[src/rtl/add_sub_pipe.sv]
`default_nettype none
// +------------------------------------------------------------------------+
// | Module   : add_sub_pipe                                                |
// | Brief    : Pipelined two's-complement adder/subtractor, SLICE bits of  |
// |            carry chain per stage, valid/ready, saturation and flags.   |
// | Revision : 1.0                                                         |
// +------------------------------------------------------------------------+
module add_sub_pipe #(
    parameter int WIDTH = 16,
    parameter int SLICE = 4
) (
    input  logic             clk,
    input  logic             rst_n,
    input  logic             in_valid,
    output logic             in_ready,
    input  logic [WIDTH-1:0] a,
    input  logic [WIDTH-1:0] b,
    input  logic             sub,
    input  logic             sat,
    output logic             out_valid,
    input  logic             out_ready,
    output logic [WIDTH-1:0] s,
    output logic             cout,
    output logic             ovf,
    output logic             zero
);

    localparam int c_L = WIDTH / SLICE;

    // Stage k holds an operation whose slices below k are already resolved.
    logic             r_v   [c_L];
    logic [WIDTH-1:0] r_a   [c_L];
    logic [WIDTH-1:0] r_b   [c_L];
    logic [WIDTH-1:0] r_sum [c_L];
    logic             r_c   [c_L];
    logic             r_sat [c_L];

    logic [SLICE:0]   w_slice [c_L];
    logic [WIDTH-1:0] w_sum   [c_L];
    logic             w_stall;
    logic [WIDTH-1:0] w_raw;
    logic             w_cout;
    logic             w_ovf;
    logic             w_a_msb;
    logic [WIDTH-1:0] w_s;

    assign w_stall  = out_valid && !out_ready;
    assign in_ready = !w_stall;

    always_comb begin
        for (int k = 0; k < c_L; k++) begin
            w_slice[k] = {1'b0, r_a[k][k*SLICE +: SLICE]}
                       + {1'b0, r_b[k][k*SLICE +: SLICE]}
                       + {{SLICE{1'b0}}, r_c[k]};
            w_sum[k] = r_sum[k];
            w_sum[k][k*SLICE +: SLICE] = w_slice[k][SLICE-1:0];
        end
    end

    assign w_raw   = w_sum[c_L-1];
    assign w_cout  = w_slice[c_L-1][SLICE];
    assign w_a_msb = r_a[c_L-1][WIDTH-1];
    assign w_ovf   = (w_a_msb == r_b[c_L-1][WIDTH-1]) && (w_raw[WIDTH-1] != w_a_msb);

    always_comb begin
        w_s = w_raw;
        if (r_sat[c_L-1] && w_ovf) begin
            w_s = w_a_msb ? {1'b1, {(WIDTH-1){1'b0}}} : {1'b0, {(WIDTH-1){1'b1}}};
        end
    end

    always_ff @(posedge clk or negedge rst_n) begin
        if (!rst_n) begin
            for (int k = 0; k < c_L; k++) begin
                r_v[k]   <= 1'b0;
                r_a[k]   <= '0;
                r_b[k]   <= '0;
                r_sum[k] <= '0;
                r_c[k]   <= 1'b0;
                r_sat[k] <= 1'b0;
            end
            out_valid <= 1'b0;
            s         <= '0;
            cout      <= 1'b0;
            ovf       <= 1'b0;
            zero      <= 1'b0;
        end else if (!w_stall) begin
            // Subtraction folds into the add as inverted B plus carry-in.
            r_v[0]   <= in_valid;
            r_a[0]   <= a;
            r_b[0]   <= b ^ {WIDTH{sub}};
            r_sum[0] <= '0;
            r_c[0]   <= sub;
            r_sat[0] <= sat;
            for (int k = 1; k < c_L; k++) begin
                r_v[k]   <= r_v[k-1];
                r_a[k]   <= r_a[k-1];
                r_b[k]   <= r_b[k-1];
                r_sum[k] <= w_sum[k-1];
                r_c[k]   <= w_slice[k-1][SLICE];
                r_sat[k] <= r_sat[k-1];
            end
            out_valid <= r_v[c_L-1];
            if (r_v[c_L-1]) begin
                s    <= w_s;
                cout <= w_cout;
                ovf  <= w_ovf;
                zero <= (w_s == '0);
            end
        end
    end

endmodule
`default_nettype wire
[config.mk]
export PLATFORM = sky130hd
export DESIGN_NAME = add_sub_pipe
export DESIGN_NICKNAME = d
export VERILOG_FILES = /design/src/rtl/add_sub_pipe.sv
export SDC_FILE = /design/constraint.sdc
export NUM_CORES = 1
export LEC_CHECK = 0
export BUFFER_PORTS_ARGS = -buffer_cell sky130_fd_sc_hd__buf_2
export CAP_MARGIN = 0
export CORE_UTILIZATION = 35
export CTS_BUF_LIST = sky130_fd_sc_hd__clkbuf_16
export DETAILED_ROUTE_END_ITERATION = 8
export PLACE_DENSITY = 0.57
export REMOVE_ABC_BUFFERS = 1
export SLEW_MARGIN = 20
export SYNTH_ARGS = -nofsm -noshare
export SYNTH_HDL_FRONTEND = slang
export SYNTH_SLANG_ARGS = --single-unit
[constraint.sdc]
create_clock -name clk -period 4.5 [get_ports clk]
set_input_delay 0.225 -clock clk [delete_from_list [all_inputs] [get_ports clk]]
set_output_delay 0.225 -clock clk [all_outputs]
set_load 0.01 [all_outputs]
==> impl_results.md <==
- Clk buf depth: 2
- Vias: 4307
- Clk_lat worst skew: roughly 0.41 ns
- Area post-placement: 6490 µm²
- CP bufs+invs: 3
- Largest cells by area after synthesis: dfrtp_1, nand2_1, xnor2_1
- Worst vdd ir: about 350 µV
- Sequential fraction of the synthesis area: 0.563
- Buffers on Ports: 58
- Num ports: 59
- Setup Skew: 0.00688 ns
- Crit path top cell by count: buf_4
- Critical path fanouts, max: between 70 and 80
- Family with the most delay on the worst path: buffers and inverters
- Starting Density: 0.362
- Total CTS buffers: 17
- PD cells: slightly above 700 nW/µm²
- Syn avg cell area: ~9.5 µm²
- Number of flops mapped to enable cells by yosys: 0
- Int Pwr: ~0.0033 W
- Seq pwr share: 0.406
- ANT cells: 0
- Max-slew violations: 0
- Detailed Route WL: ~12 mm
- Clk sinks: around 140
- Area Growth Syn to Fin: 18.0%
- Initial DRT Pass Iterations: 5
- Synthesized area: between 6000 and 7000 µm²
- Critical path arrival: 3.07 ns
- Global routing's busiest layer: met2
- Most common cell in the netlist: nand2_1
- Root buf cell: clkbuf_16
- H-tree depth: 4
- Fraction of registers with async set/reset: 1.00
- Vias in the first global route: ~4.5k
- RSZ-0062 raised after global routing: no
- Max stage delay on crit path: 0.56 ns
- GR Layer Usage met2: 0.247
- DIE HEIGHT: between 100 and 150 µm
- Total gr overflow: 0
- Antenna Violating Nets Remaining: 0
- Comb pwr share: 0.357
- Met1 Usage GRT: 0.183
- Critical path endpoint category: flop
- Setup CP Type: flop to flop
- Die ar.: about 18000 µm²
- CTS tree: yes
- Net Sw Power: between 0.0015 and 0.002 W
- Post-route DRC violation count: 0
- Post-DP HPWL: about 7.7 mm
- Util after Layout: 0.427
- Post-CTS Setup Inserts: 0
- Setup WS pre-CTS: ~1.7 ns
- Clock slew at reported path FFs: approximately 0.060 ns
- Synth top area share: 0.563
- First-pass GRT wire length: 20.8 mm
- Worst hold slack: 0.0183 ns
- Total chip power: between 0.005 and 0.006 W
- Cts hold-fix bufs: 12
- Synth warn: 0
- Vias per cell: 4.64
- Routed WL per cell: 12.7 µm
- Worst endpoint required time: between 4 and 5 ns
- Die width: around 130 µm
- Fmax: approximately 360 MHz
- Iteration-0 DRC Markers: approximately 240
- Setup WS post-layout: 1.73 ns
- Fin crit share: 0.616
- Tmin final: 2.77 ns
- Crit path cell chain: nor2b_4, buf_4, clkinv_2, buf_4, nand2_1, a21oi_1, a22o_1
- CP max-delay cell: clkinv_2
- FP Rows: 47
- CORE AREA: between 15000 and 20000 µm²
- GP Congestion: about 0.77
- CTS resizes: 0
- Leak: approximately 3.5 nW
- Clock power frac: 0.237
- Worst-Margin Slew: between 0.8 and 0.9 ns
- Cell taking the most area after synthesis: dfrtp_1
- Overall routing resource usage: 0.148
- Distinct cells, synth: 47
- Initial antenna violation count: 0
- Final Instance Area: 7130 µm²
- Max cap viols: 0
- Ys flop type: dfrtp_1
- Cells after Synth: around 640
- Nets@finish: between 700 and 800
- Relative slew margins: 0.408
- Worst setup SP type: flop
- Final Setup Violations: 0
- Largest net degree at the start of global routing: 100
- Synth cell count leaders: nand2_1, dfrtp_1, o21ai_0
- Final Hold Fails: 0
- Status: finished, final reports clean
- Switching part of the total power: 0.364
- Share of post-route cells with drive strength above 1: 0.134
- Tightest Hold Check Type: input port to flop
- Register bit total from synthesis: 136
- M3 GR Usage: 0.0316
[layer usage]
metal  up-vias  share of wire
li1       2165              -
met4         0          0.014
met1      2068           0.47
met2        55           0.49
met3        19          0.028
met5         -              0
[power groups by stage]
stage               registers [W]  logic [W]  clock network (W)
detailed placement        0.00213    0.00186                  0
global placement          0.00211    0.00178                  0
global route              0.00217    0.00213            0.00131
finish                    0.00210    0.00185            0.00122
CTS                       0.00211    0.00188            0.00125
floorplan                 0.00206    0.00138                  0
[registers in the layout, summed over array words and instances (netlist names)]
signal and flops:
r_c 4, r_sat 4, ovf 1, r_b 40, zero 1, out_valid 1
cout 1, r_sum 24, s 16, r_a 40, r_v 4
[stage by stage]
stage / cells / setup TNS (ns)
6_report: 928 / 0
5_1_grt: 928 / 0
4_1_cts: 928 / 0
3_5_place_dp: 884 / 0
3_3_place_gp: 884 / 0
2_1_floorplan: 602 / -298.48
[cells by family after synthesis]
kind of cell,count (synthesis),synth area share
flops,136,0.563
mux,1,0.00186
xor+xnor,21,0.0304
compound gates,84,0.0947
fa+ha+maj,20,0.0514
buf+inv,58,0.0410
simple gates,317,0.217
[worst paths after layout]
check | startpoint | end | slack (ns) | depth (start not counted)
setup / recovery | out_valid | s[13] | 1.73 | 7
hold / removal | a[10] | r_a[58] | 0.02 | 3
setup reg to reg | out_valid | s[13] | 1.73 | 7
hold reg to reg | r_b[45] | r_b[45] | 0.47 | 2
max in group asynchronous | rst_n | r_b[60] | 3.02 | 3
min in group asynchronous | rst_n | r_b[54] | 0.48 | 2
[cells in the final DEF, fill, tap and decap left out, types with 2 or more instances in the layout]
cell type,count
a21oi_1,12
nor4_1,2
o21ai_1,10
nor2b_1,4
dfrtp_1,136
clkinv_1,6
a21o_1,3
fa_1,8
a21boi_0,3
clkinvlp_4,2
inv_1,24
xnor2_1,19
nor2_1,7
buf_2,57
a211oi_1,3
clkbuf_16,17
ha_1,12
xor2_1,2
o31ai_1,6
o21ai_0,24
o22a_1,13
nand2_1,277
clkinv_2,5
dlygate4sd3_1,12
buf_4,4
nor3b_1,16
[worst register-to-register path: stages, from the launching register on]
cell and delay, ns:
dfrtp_1 0.34, nor2b_4 0.13, buf_4 0.44, clkinv_2 0.59, buf_4 0.51, nand2_1 0.36, a21oi_1 0.07, a22o_1 0.21
[area by class of cell]
cell class / count / area, µm²
fillers: 1672 / 9570
flip-flops and latches: 136 / 3400
multi-input cells: 443 / 2400
repair buffers: 74 / 447
clock buffers: 17 / 425
well taps: 220 / 275
clock inverters: 15 / 95.1
inverters: 23 / 87.6
(Power assumes the default switching activity.)
